**src/rtl/cpu_types_pkg.sv**
```systemverilog
// rtl/cpu_types_pkg.sv - shared CPU types for the forwarding scoreboard
package cpu_types_pkg;

    localparam int REG_W    = 5;
    localparam int NUM_REGS = 32;

    typedef logic [REG_W-1:0] regbits_t;

    // One in-flight instruction as seen by the forwarding tracker.
    typedef struct packed {
        logic     valid;
        regbits_t dest;
        logic     RegWrite;
        logic     MemRead;
    } fwd_entry_t;

    // Countdown counters are at least 3 bits wide even for short latencies.
    function automatic int cnt_width(input int lat);
        int w;
        w = $clog2(lat + 1);
        return (w < 3) ? 3 : w;
    endfunction

endpackage

```
**src/rtl/scoreboard_counters.sv**
```systemverilog
// rtl/scoreboard_counters.sv - per-register countdown counters for the multi-cycle unit
//  CLK, nRST        clock, asynchronous active-low reset
//  load, load_reg   start a LONG_LAT countdown on load_reg (register 0 ignored)
//  busy_vec         bit r set while counter r is nonzero
//  long_busy        any counter nonzero
module scoreboard_counters
    import cpu_types_pkg::*;
#(
    parameter int LONG_LAT = 4
) (
    input  logic                CLK,
    input  logic                nRST,
    input  logic                load,
    input  regbits_t            load_reg,
    output logic [NUM_REGS-1:0] busy_vec,
    output logic                long_busy
);

    localparam int               CNT_W    = cnt_width(LONG_LAT);
    localparam logic [CNT_W-1:0] LOAD_VAL = CNT_W'(LONG_LAT);

    logic [CNT_W-1:0] cnt [NUM_REGS];

    // Counters run regardless of pipeline freezes; a fresh load overrides the decrement.
    always_ff @(posedge CLK or negedge nRST) begin
        if (!nRST) begin
            for (int r = 0; r < NUM_REGS; r++) cnt[r] <= '0;
        end else begin
            for (int r = 1; r < NUM_REGS; r++) begin
                if (load && load_reg == regbits_t'(r))
                    cnt[r] <= LOAD_VAL;
                else if (cnt[r] != '0)
                    cnt[r] <= cnt[r] - CNT_W'(1);
            end
            cnt[0] <= '0;
        end
    end

    always_comb begin
        busy_vec = '0;
        for (int r = 1; r < NUM_REGS; r++) busy_vec[r] = (cnt[r] != '0);
    end

    assign long_busy = |busy_vec;

endmodule

```
**src/rtl/forwarding_scoreboard.sv**
```systemverilog
// rtl/forwarding_scoreboard.sv - forwarding select, load-use stall and long-op scoreboard
//  CLK, nRST                    clock, asynchronous active-low reset
//  dec_*                        decode-stage instruction fields
//  flush                        squash the decode instruction
//  mem_wait                     whole pipeline frozen
//  forward_a/forward_b          0=regfile, k=forward from tracker stage k
//  stall                        hold fetch/decode, bubble into EX
//  long_busy                    any scoreboard counter nonzero
module forwarding_scoreboard
    import cpu_types_pkg::*;
#(
    parameter int FWD_DEPTH = 2,
    parameter int LONG_LAT  = 4,
    parameter int SEL_W     = $clog2(FWD_DEPTH + 1)
) (
    input  logic             CLK,
    input  logic             nRST,
    input  logic             dec_valid,
    input  regbits_t         dec_rs,
    input  regbits_t         dec_rt,
    input  logic             dec_use_rs,
    input  logic             dec_use_rt,
    input  regbits_t         dec_rd,
    input  logic             dec_RegWrite,
    input  logic             dec_MemRead,
    input  logic             dec_long,
    input  logic             flush,
    input  logic             mem_wait,
    output logic [SEL_W-1:0] forward_a,
    output logic [SEL_W-1:0] forward_b,
    output logic             stall,
    output logic             long_busy
);

    fwd_entry_t            entry [1:FWD_DEPTH];
    fwd_entry_t            ins_entry;
    logic [NUM_REGS-1:0]   busy_vec;
    logic                  use_a, use_b;
    logic                  load_use, raw_long, waw_long, struct_long;
    logic                  insert, cnt_load;

    assign use_a = dec_use_rs && (dec_rs != '0);
    assign use_b = dec_use_rt && (dec_rt != '0);

    // Scan oldest to youngest so the youngest match overwrites.
    always_comb begin
        forward_a = '0;
        forward_b = '0;
        for (int k = FWD_DEPTH; k >= 1; k--) begin
            if (entry[k].valid && entry[k].RegWrite) begin
                if (use_a && entry[k].dest == dec_rs) forward_a = SEL_W'(k);
                if (use_b && entry[k].dest == dec_rt) forward_b = SEL_W'(k);
            end
        end
    end

    assign load_use    = entry[1].valid && entry[1].MemRead && (entry[1].dest != '0) &&
                         ((use_a && entry[1].dest == dec_rs) ||
                          (use_b && entry[1].dest == dec_rt));
    assign raw_long    = (use_a && busy_vec[dec_rs]) || (use_b && busy_vec[dec_rt]);
    assign waw_long    = (dec_RegWrite || dec_long) && busy_vec[dec_rd];
    assign struct_long = dec_long && long_busy;

    assign stall = dec_valid && !flush && (load_use || raw_long || waw_long || struct_long);

    assign insert = dec_valid && !stall && !flush;

    // Long ops never forward from the pipeline; their result arrives via the regfile.
    always_comb begin
        ins_entry          = '0;
        ins_entry.valid    = 1'b1;
        ins_entry.dest     = dec_rd;
        ins_entry.RegWrite = dec_RegWrite && !dec_long;
        ins_entry.MemRead  = dec_MemRead && !dec_long;
    end

    always_ff @(posedge CLK or negedge nRST) begin
        if (!nRST) begin
            for (int k = 1; k <= FWD_DEPTH; k++) entry[k] <= '0;
        end else if (!mem_wait) begin
            for (int k = FWD_DEPTH; k >= 2; k--) entry[k] <= entry[k-1];
            entry[1] <= insert ? ins_entry : '0;
        end
    end

    assign cnt_load = insert && dec_long && !mem_wait && (dec_rd != '0);

    scoreboard_counters #(.LONG_LAT(LONG_LAT)) u_counters (
        .CLK       (CLK),
        .nRST      (nRST),
        .load      (cnt_load),
        .load_reg  (dec_rd),
        .busy_vec  (busy_vec),
        .long_busy (long_busy)
    );

endmodule

```
**config.mk**
```make
export PLATFORM = sky130hd
export DESIGN_NAME = forwarding_scoreboard
export DESIGN_NICKNAME = d
export VERILOG_FILES = /design/src/rtl/cpu_types_pkg.sv /design/src/rtl/scoreboard_counters.sv /design/src/rtl/forwarding_scoreboard.sv
export SDC_FILE = /design/constraint.sdc
export NUM_CORES = 1
export LEC_CHECK = 0
export BUFFER_PORTS_ARGS = -buffer_cell sky130_fd_sc_hd__buf_2
export CELL_PAD_IN_SITES_DETAIL_PLACEMENT = 1
export CELL_PAD_IN_SITES_GLOBAL_PLACEMENT = 1
export CORE_MARGIN = 2
export CORE_UTILIZATION = 54
export CTS_CLUSTER_SIZE = 8
export DETAILED_ROUTE_END_ITERATION = 12
export GPL_TIMING_DRIVEN = 0
export PLACE_DENSITY = 0.9
export SLEW_MARGIN = 20
export SYNTH_ARGS = -nofsm -noshare
export SYNTH_HDL_FRONTEND = slang
export SYNTH_HIERARCHICAL = 1
export SYNTH_SLANG_ARGS = --single-unit
```
**constraint.sdc**
```tcl
create_clock -name CLK -period 7.5 [get_ports CLK]
set_input_delay 1.875 -clock CLK [delete_from_list [all_inputs] [get_ports CLK]]
set_output_delay 1.875 -clock CLK [all_outputs]
set_load 0.005 [all_outputs]
```
After elaboration in Yosys (flattened, before gate mapping). Cells that the tools add are included.

Bits in registers: 108. Output and inout bits: 6.

$add $sub $neg: 31. $lt $le $gt $ge: 3. Equality and inequality tests: 35. Multiplexer cells: 77. Reductions and logical operators: 132.

Operators with widths (count): 3-bit 2-to-1 mux (62); 3-bit nonzero test (31); 3-bit by 1-bit subtractor with 3-bit output (second input constant) (31); 5-bit equality test (second input constant) (16); 2-bit nonzero test (31); 1-bit logical AND (55); 5-bit by 4-bit equality test with 1-bit output (second input constant) (8); 31-bit OR reduction (1); 5-bit by 3-bit equality test with 1-bit output (second input constant) (4); 5-bit equality test (4); 5-bit nonzero test (4); 5-bit by 6-bit < comparator with 1-bit output (second input constant) (3); 2-bit 2-to-1 mux (8); 1-bit binary-select mux with 5-bit select (3); 5-bit by 2-bit equality test with 1-bit output (second input constant) (2); 8-bit 2-to-1 mux (1); 1-bit logical OR (6); 5-bit by 1-bit equality test with 1-bit output (second input constant) (1); 1-bit zero test (4); 1-bit 2-to-1 mux (3).

Depth between registers and ports, before layout. Gate-level depths: netlist of run 1.

Depth after elaboration: 17. Mapped depth: 13.

Hierarchy. Netlist of run 1, hierarchy kept.

Modules (own cells, without submodules): scoreboard_counters (instances 1, cells each 532, area an instance 5377.7 um2, sequential area each 2327.2 um2); forwarding_scoreboard (instances 1, cells each 191, area an instance 1915.6 um2, sequential area each 375.4 um2).

Worst setup path before layout of run 1. Ideal clock, no wire load.

Kind: input-to-output. Start point: in dec_rs[3]. End point: out stall. Arrival: 3271 ps. Required time: 5625 ps. Slack: 2354 ps. Stages: 7. Path buffers: 1. Cell sequence: buf_2 -> or4_4 -> o21ai_2 -> or4_1 -> a21o_1 -> and3_4 -> a21oi_1.

Longest elaborated chain between the ends: 9.

RTL lines: start: declaration (line forwarding_scoreboard.sv:19) `input regbits_t dec_rs,`; parallel branches: the longest is 5 deep, another holds 1-bit binary-select mux with 5-bit select; 1-bit logical OR * (3 in series) (line forwarding_scoreboard.sv:64) `assign stall = dec_valid && !flush && (load_use || raw_long || waw_long || struct_long);`; 1-bit logical AND * (line forwarding_scoreboard.sv:64); end: declaration (line forwarding_scoreboard.sv:31) `output logic stall,`.

Every way passes the cells marked *. The select of a mux whose other input is x is not followed.

Worst setup path in the final report of run 1.
Start point: in dec_rt[0]. End point: out stall.

Longest elaborated chain between the ends: 9.

RTL lines: start: declaration (line forwarding_scoreboard.sv:20) `input regbits_t dec_rt,`; parallel branches: the longest is 5 deep, another holds 1-bit binary-select mux with 5-bit select; 1-bit logical OR * (3 in series) (line forwarding_scoreboard.sv:64); 1-bit logical AND * (line forwarding_scoreboard.sv:64).

Marked as above.

==> results of run 1 <==
-- Yosys cell counts (10+ instances only) --
library cell | instances | area [µm²]
nand2b_1 | 35 | 219
nor2_1 | 102 | 383
dfrtp_1 | 108 | 2700
a21oi_1 | 15 | 75.1
a221oi_1 | 13 | 114
inv_1 | 71 | 267
xnor2_1 | 42 | 368
nand2_1 | 17 | 63.8
nand4_1 | 10 | 62.6
ha_1 | 62 | 776
a221o_1 | 12 | 120
nor3_1 | 13 | 65.1
buf_2 | 14 | 70.1
o21ai_0 | 15 | 75.1
nor2b_1 | 21 | 131
a211oi_1 | 21 | 158
mux2i_1 | 36 | 360
-- registers in the layout, summed over array words and instances, names as in the netlist --
name / flops
u_counters/cnt: 93
entry: 15
-- through the flow --
step                      util, %  worst slack, ns  total power [mW]
after floorplan                 -             2.35              2.11
after global placement       57.8             1.85              2.34
after detailed placement     58.0             1.79              2.53
after CTS                    60.1             1.72              3.01
after global routing         60.1             1.51              3.23
final                        60.1             1.68              3.00
-- worst max path at each step --
stage,start,endpoint,slack (ns),cells after the start
6_report,dec_rt[0],stall,1.68,9
5_1_grt,dec_rt[0],stall,1.51,9
4_1_cts,dec_rt[0],stall,1.72,9
3_5_place_dp,dec_rt[0],stall,1.79,9
3_3_place_gp,dec_rt[0],stall,1.85,9
2_1_floorplan,dec_rs[3],stall,2.35,7
-- cells by family after synthesis --
group,count (synthesis),share of synthesized area (%)
buffers and inverters,97,5.90
AOI/OAI and AO/OA,102,10.4
and+or+nand+nor,244,18.7
other,1,0.0514
adders and majority gates,62,10.6
muxes,58,11.1
DFF,108,37.1
xor gates and xnor gates,51,6.12
-- layer usage --
layer  routed length, µm  vias to the layer above  GRT usage [%]
li1                    -                     2610              -
met3                 930                       55           6.27
met5                   0                        -              0
met4                 781                        0           12.9
met1                7960                     2928           34.1
met2               10400                      161           51.8
-- final cells by class --
class / instances / area (µm²) / area share (%)
timing repair buffer: 22 / 139 / 1.75
buffer: 26 / 164 / 2.07
tap: 176 / 220 / 2.78
clock inverter: 5 / 37.5 / 0.474
multi-input combinational: 518 / 4160 / 52.5
sequential: 108 / 2700 / 34.1
clock buffer: 11 / 233 / 2.94
inverter: 71 / 267 / 3.36
-- power by group through the flow --
| stage | Clock (mW) | Combinational, mW | Sequential, mW |
|---|---|---|---|
| 5_1_grt | 0.488 | 1.65 | 1.09 |
| 4_1_cts | 0.461 | 1.49 | 1.06 |
| 3_5_place_dp | 0 | 1.47 | 1.07 |
| 6_report | 0.452 | 1.49 | 1.06 |
| 3_3_place_gp | 0 | 1.30 | 1.03 |
| 2_1_floorplan | 0 | 1.11 | 1.00 |
-- placed cells by master (no fill, tap or decap), drive strengths merged, types with 21 or more instances in the layout --
cell type  count
dfrtp        108
nor2         102
inv           72
ha            62
buf           44
xnor2         42
mux2i         36
nand2b        35
nor2b         21
a211oi        21
==> results_dict.tcl, run 1 <==
set metrics [dict create \
    areaGrowthSynthToFinish_pct 8.63 \
    p_clk_share_pct 15.1 \
    ys_dominant_reg_cell "dfrtp_1" \
    final_max_slew_viol_count 0 \
    max_slew.worst_pin.slew_ns 1.01 \
    synthesis.nets 810 \
    reg2reg_from "u_counters/cnt[75]$_DFFE_PN0P_" \
    worst-r2r-setup-slack_ns 2.62 \
    max-cap-violations 0 \
    rr_worst_depth 12 \
    post-route-min-period_ns 5.82 \
    ctsHoldBuffers 0 \
    timing.rr.end "u_counters/cnt[34]$_DFFE_PN0P_" \
    path_delay_family "simple AND/OR/NAND/NOR gates" \
    design.portCount 31 \
    drtAntennaViolNets 0 \
    max_freq_mhz 172 \
    totalWireLength_um 20000 \
    path_buf_inv 3 \
    required_time_of_the_critical_path_ns 5.62 \
    crit_path_cell_trace "buf_2 > buf_2 > nor2_1 > a21boi_0 > nand4_1 > and4_1 > and3_4 > a21oi_1 > buf_2" \
    number_of_nets_in_the_layout 843 \
    switching_share_pct 41.0 \
    min_to "entry[8]$_DFFE_PN0N_" \
    remaining_drc_errors 0 \
    synthesis.yosys.warnings 6 \
    timing.final.crit_share_pct 77.7 \
    synth-edff-count 0 \
    synthesis.area_mm2 0.00729 \
    share_of_post_route_cells_with_drive_strength_above_1_pct 11.4 \
    dr.pass1.iters 5 \
    floorplan.die.height_um 120 \
    beginning_of_the_worst_hold_path "entry[8]$_DFFE_PN0N_" \
    worst_slew_margin_rel_pct 32.3 \
    timing.setup.tns_ns 0 \
    combinationalPowerShare_pct 49.6 \
    synth_cell_types 54 \
    worstHoldPathCells 1 \
    placed_area_mm2 0.00765 \
    start_util_pct 55.3 \
    setup_violations 0 \
    first_global_vias 6350 \
    synth_seq_area_share_pct 37.1 \
    cp_slowest_stage_delay_ns 0.47 \
    portbufs 21 \
    run_status "complete, no violations" \
    final_standard_cell_area_without_fillers_mm2 0.00792 \
    pin_count_of_the_biggest_net_entering_global_routing 82 \
    vias_per_cell 6.14 \
    diodes 0 \
    detailedPlacementHpwl_um 15200 \
    post_layout_nonfiller_instances 937 \
    path_class "in -> out" \
    clock_sinks 108 \
    postCtsResizedCells 0 \
    place.detailed.instances 921 \
    power.leakage_nw 3.66 \
    grt_setup_unrepaired "no" \
    routedWlPerCell_um 21.4 \
    antenna_found_initial 0 \
    clock_insertion_delay_worst_skew_ns 0.37 \
    critPathCaptureType "primary output" \
    cts.root.buffer_cell "clkbuf_16" \
    gr-total-overflow 0 \
    critPathLaunchType "input port" \
    ctsHtreeMaxLevel 3 \
    peakVddDrop_uv 242 \
    cts_tree "yes" \
    detail_route.iter0.violations 327 \
    worst_clock_skew_ns 0.00854 \
    grt_pass1_wl_um 32600 \
    critical_path.slowest_cell "a21boi_0" \
    path_common_cell "buf_2" \
    via_count 5754 \
    async_reset_ff_share_pct 100 \
    power.share.sequential_pct 35.4 \
    final-hold-violation-count 0 \
    p_switching_mw 1.23 \
    synth-seq-cells 108 \
    die_width_um 120 \
    clkSlewWorstSetupHoldPaths_ns 0.07 \
    synthCells 723 \
    hold_class "reg -> reg" \
    synth.avg_cell_area_um2 10.1 \
    finalWeightedCongestion 0.930 \
    cts.path.max_buffers 2 \
    grtUsageTotal_pct 29.3 \
    cts_made_buffers 9 \
    die_area_mm2 0.0145 \
    arrival_time_at_the_worst_endpoint_ns 3.95 \
    fillCellCount 1482 \
    power.density_cell_area_mw_per_mm2 379 \
    cell_internal_power_mw 1.77 \
    placementRows 42 \
    core_area_mm2 0.0132 \
    holdWs_ns 0.510 \
    cts_post_setup_buffers_inserted 0 \
    worstPathMaxFanout 10 \
]
Power figures use the tool's default switching activity.
==> inputs of run 2 (changes only) <==
--- a/config.mk
+++ b/config.mk
@@ -9,11 +9,11 @@
 export CELL_PAD_IN_SITES_DETAIL_PLACEMENT = 1
 export CELL_PAD_IN_SITES_GLOBAL_PLACEMENT = 1
 export CORE_MARGIN = 2
-export CORE_UTILIZATION = 54
+export CORE_UTILIZATION = 50
 export CTS_CLUSTER_SIZE = 8
 export DETAILED_ROUTE_END_ITERATION = 12
 export GPL_TIMING_DRIVEN = 0
-export PLACE_DENSITY = 0.9
+export PLACE_DENSITY = 0.84
 export SLEW_MARGIN = 20
 export SYNTH_ARGS = -nofsm -noshare
 export SYNTH_HDL_FRONTEND = slang
==> constraint.sdc (replaced) <==
create_clock -name CLK -period 6 [get_ports CLK]
set_input_delay 1.5 -clock CLK [delete_from_list [all_inputs] [get_ports CLK]]
set_output_delay 1.5 -clock CLK [all_outputs]
set_load 0.005 [all_outputs]
==> results_dict.tcl, run 2 (synthesis gave the netlist of run 1 again) <==
set metrics [dict create \
    cts_made_buffers 9 \
    worstPathMaxFanout 11 \
    vias_per_cell 6.06 \
    max_slew.worst_pin.slew_ns 0.774 \
    required_time_of_the_critical_path_ns 4.50 \
    setup.worst_path.end "stall" \
    core_area_mm2 0.0144 \
    hold_class "reg -> reg" \
    grt_setup_unrepaired "no" \
    finalWeightedCongestion 0.927 \
    final_max_slew_viol_count 0 \
    detail_route.iter0.violations 344 \
    cell_internal_power_mw 2.28 \
    totalWireLength_um 19800 \
    power.density_cell_area_mw_per_mm2 478 \
    reg2reg_from "u_counters/cnt[75]$_DFFE_PN0P_" \
    share_of_post_route_cells_with_drive_strength_above_1_pct 11.7 \
    run_status "complete, no violations" \
    cts.root.buffer_cell "clkbuf_16" \
    number_of_nets_in_the_layout 843 \
    cp.depth 9 \
    switching_share_pct 40.1 \
    portbufs 21 \
    timing.rr.end "u_counters/cnt[34]$_DFFE_PN0P_" \
    design.portCount 31 \
    gr-total-overflow 0 \
    clock_sinks 108 \
    largest-register "u_counters/cnt" \
    timing.critical_path.from "dec_rd[2]" \
    ctsHtreeMaxLevel 3 \
    power.share.sequential_pct 34.6 \
    setup_violations 0 \
    cts.path.max_buffers 2 \
    largest_register_ffs 93 \
    worst_clock_skew_ns 0.00735 \
    routedWlPerCell_um 20.9 \
    crit_path_cell_trace "buf_2 > buf_2 > mux4_2 > a221oi_1 > o21ai_1 > o2111ai_2 > and3_4 > a21oi_1 > buf_2" \
    diodes 0 \
    rr_worst_depth 12 \
    drtAntennaViolNets 0 \
    max-cap-violations 0 \
    via_count 5722 \
    postCtsResizedCells 0 \
    first_global_vias 6375 \
    path_buf_inv 3 \
    critical_path.slowest_cell "mux4_2" \
    areaGrowthSynthToFinish_pct 9.40 \
    post_layout_nonfiller_instances 945 \
    critPathCaptureType "primary output" \
    cts_tree "yes" \
    dr.pass1.iters 4 \
    timing.final.crit_share_pct 82.9 \
    worst-r2r-setup-slack_ns 1.53 \
    final-hold-violation-count 0 \
    grtUsageTotal_pct 25.9 \
    top_regs "u_counters/cnt: 93 flops, entry: 15 flops" \
    power.leakage_nw 3.68 \
    detailedPlacementHpwl_um 14900 \
    worst_slew_margin_rel_pct 48.2 \
    start_util_pct 50.8 \
    mostFrequentLayoutCells "108 x dfrtp_1, 102 x nor2_1, 71 x inv_1" \
    critPathLaunchType "input port" \
    die_area_mm2 0.0156 \
    clock_insertion_delay_worst_skew_ns 0.36 \
    cts_post_setup_buffers_inserted 0 \
    floorplan.die.height_um 125 \
    arrival_time_at_the_worst_endpoint_ns 3.48 \
    p_switching_mw 1.53 \
    place.detailed.instances 929 \
    path_common_cell "buf_2" \
    pin_count_of_the_biggest_net_entering_global_routing 64 \
    final_common_cell "dfrtp_1" \
    path_delay_family "buffers and inverters" \
    grt_pass1_wl_um 32500 \
    holdWs_ns 0.497 \
    clkSlewWorstSetupHoldPaths_ns 0.07 \
    post-route-min-period_ns 4.98 \
    ctsHoldBuffers 0 \
    remaining_drc_errors 0 \
    timing.setup.tns_ns 0 \
    path_class "in -> out" \
    die_width_um 125 \
    peakVddDrop_uv 203 \
    cp_slowest_stage_delay_ns 0.35 \
    max_freq_mhz 201 \
    p_clk_share_pct 16.7 \
    antenna_found_initial 0 \
    placementRows 44 \
    combinationalPowerShare_pct 48.7 \
]
==> run 2: cell types whose count changed in the layout (fill, tap and decap cells not counted) <==
| cell | delta |
|---|---|
| nor3_1 | -1 |
| clkinv_2 | -2 |
| clkbuf_1 | -1 |
| bufinv_16 | +1 |
| nor3_2 | +1 |
| inv_6 | +1 |
| inv_8 | -1 |
| clkbuf_8 | +2 |
==> run 2: power groups by stage <==
stage	Combinational (mW)	Clock (mW)	Sequential (mW)
2_1_floorplan	1.39	0	1.26
3_3_place_gp	1.63	0	1.29
3_5_place_dp	1.84	0	1.33
4_1_cts	1.86	0.647	1.32
5_1_grt	2.07	0.672	1.36
6_report	1.86	0.636	1.32
==> run 2: cell type report <==
type / instances / area [µm²]
clock inverter: 4 / 55.1
inverter: 71 / 267
tap: 184 / 230
clock buffer: 12 / 256
multi-input combinational: 518 / 4170
sequential: 108 / 2700
timing repair buffer: 22 / 139
fill: 1596 / 6390
buffer: 26 / 164
==> run 2: how the worst min path moves through the flow <==
stage                                     from                   end  cells after the start
after floorplan           entry[8]$_DFFE_PN0N_  entry[8]$_DFFE_PN0N_                      1
after global placement    entry[8]$_DFFE_PN0N_  entry[8]$_DFFE_PN0N_                      1
after detailed placement  entry[8]$_DFFE_PN0N_  entry[8]$_DFFE_PN0N_                      1
after CTS                 entry[8]$_DFFE_PN0N_  entry[8]$_DFFE_PN0N_                      1
after global routing      entry[8]$_DFFE_PN0N_  entry[8]$_DFFE_PN0N_                      1
final                     entry[8]$_DFFE_PN0N_  entry[8]$_DFFE_PN0N_                      1
==> run 2: metal layers <==
layer,routed length [µm],GRT usage (%),vias up
met3,673,4.68,36
li1,-,-,2598
met5,0,0,-
met2,10400,47.3,127
met1,8190,30.6,2961
met4,518,8.99,0
==> run 2: per-stage QoR <==
| step | setup WS (ns) | area, µm² | util, % | total power, mW |
|---|---|---|---|---|
| 2_1_floorplan | 1.60 | 7290 | - | 2.64 |
| 3_3_place_gp | 0.827 | 7630 | 53.1 | 2.92 |
| 3_5_place_dp | 0.599 | 7660 | 53.3 | 3.16 |
| 4_1_cts | 0.938 | 7970 | 55.5 | 3.83 |
| 5_1_grt | 0.888 | 7980 | 55.5 | 4.10 |
| 6_report | 1.02 | 7980 | 55.5 | 3.81 |
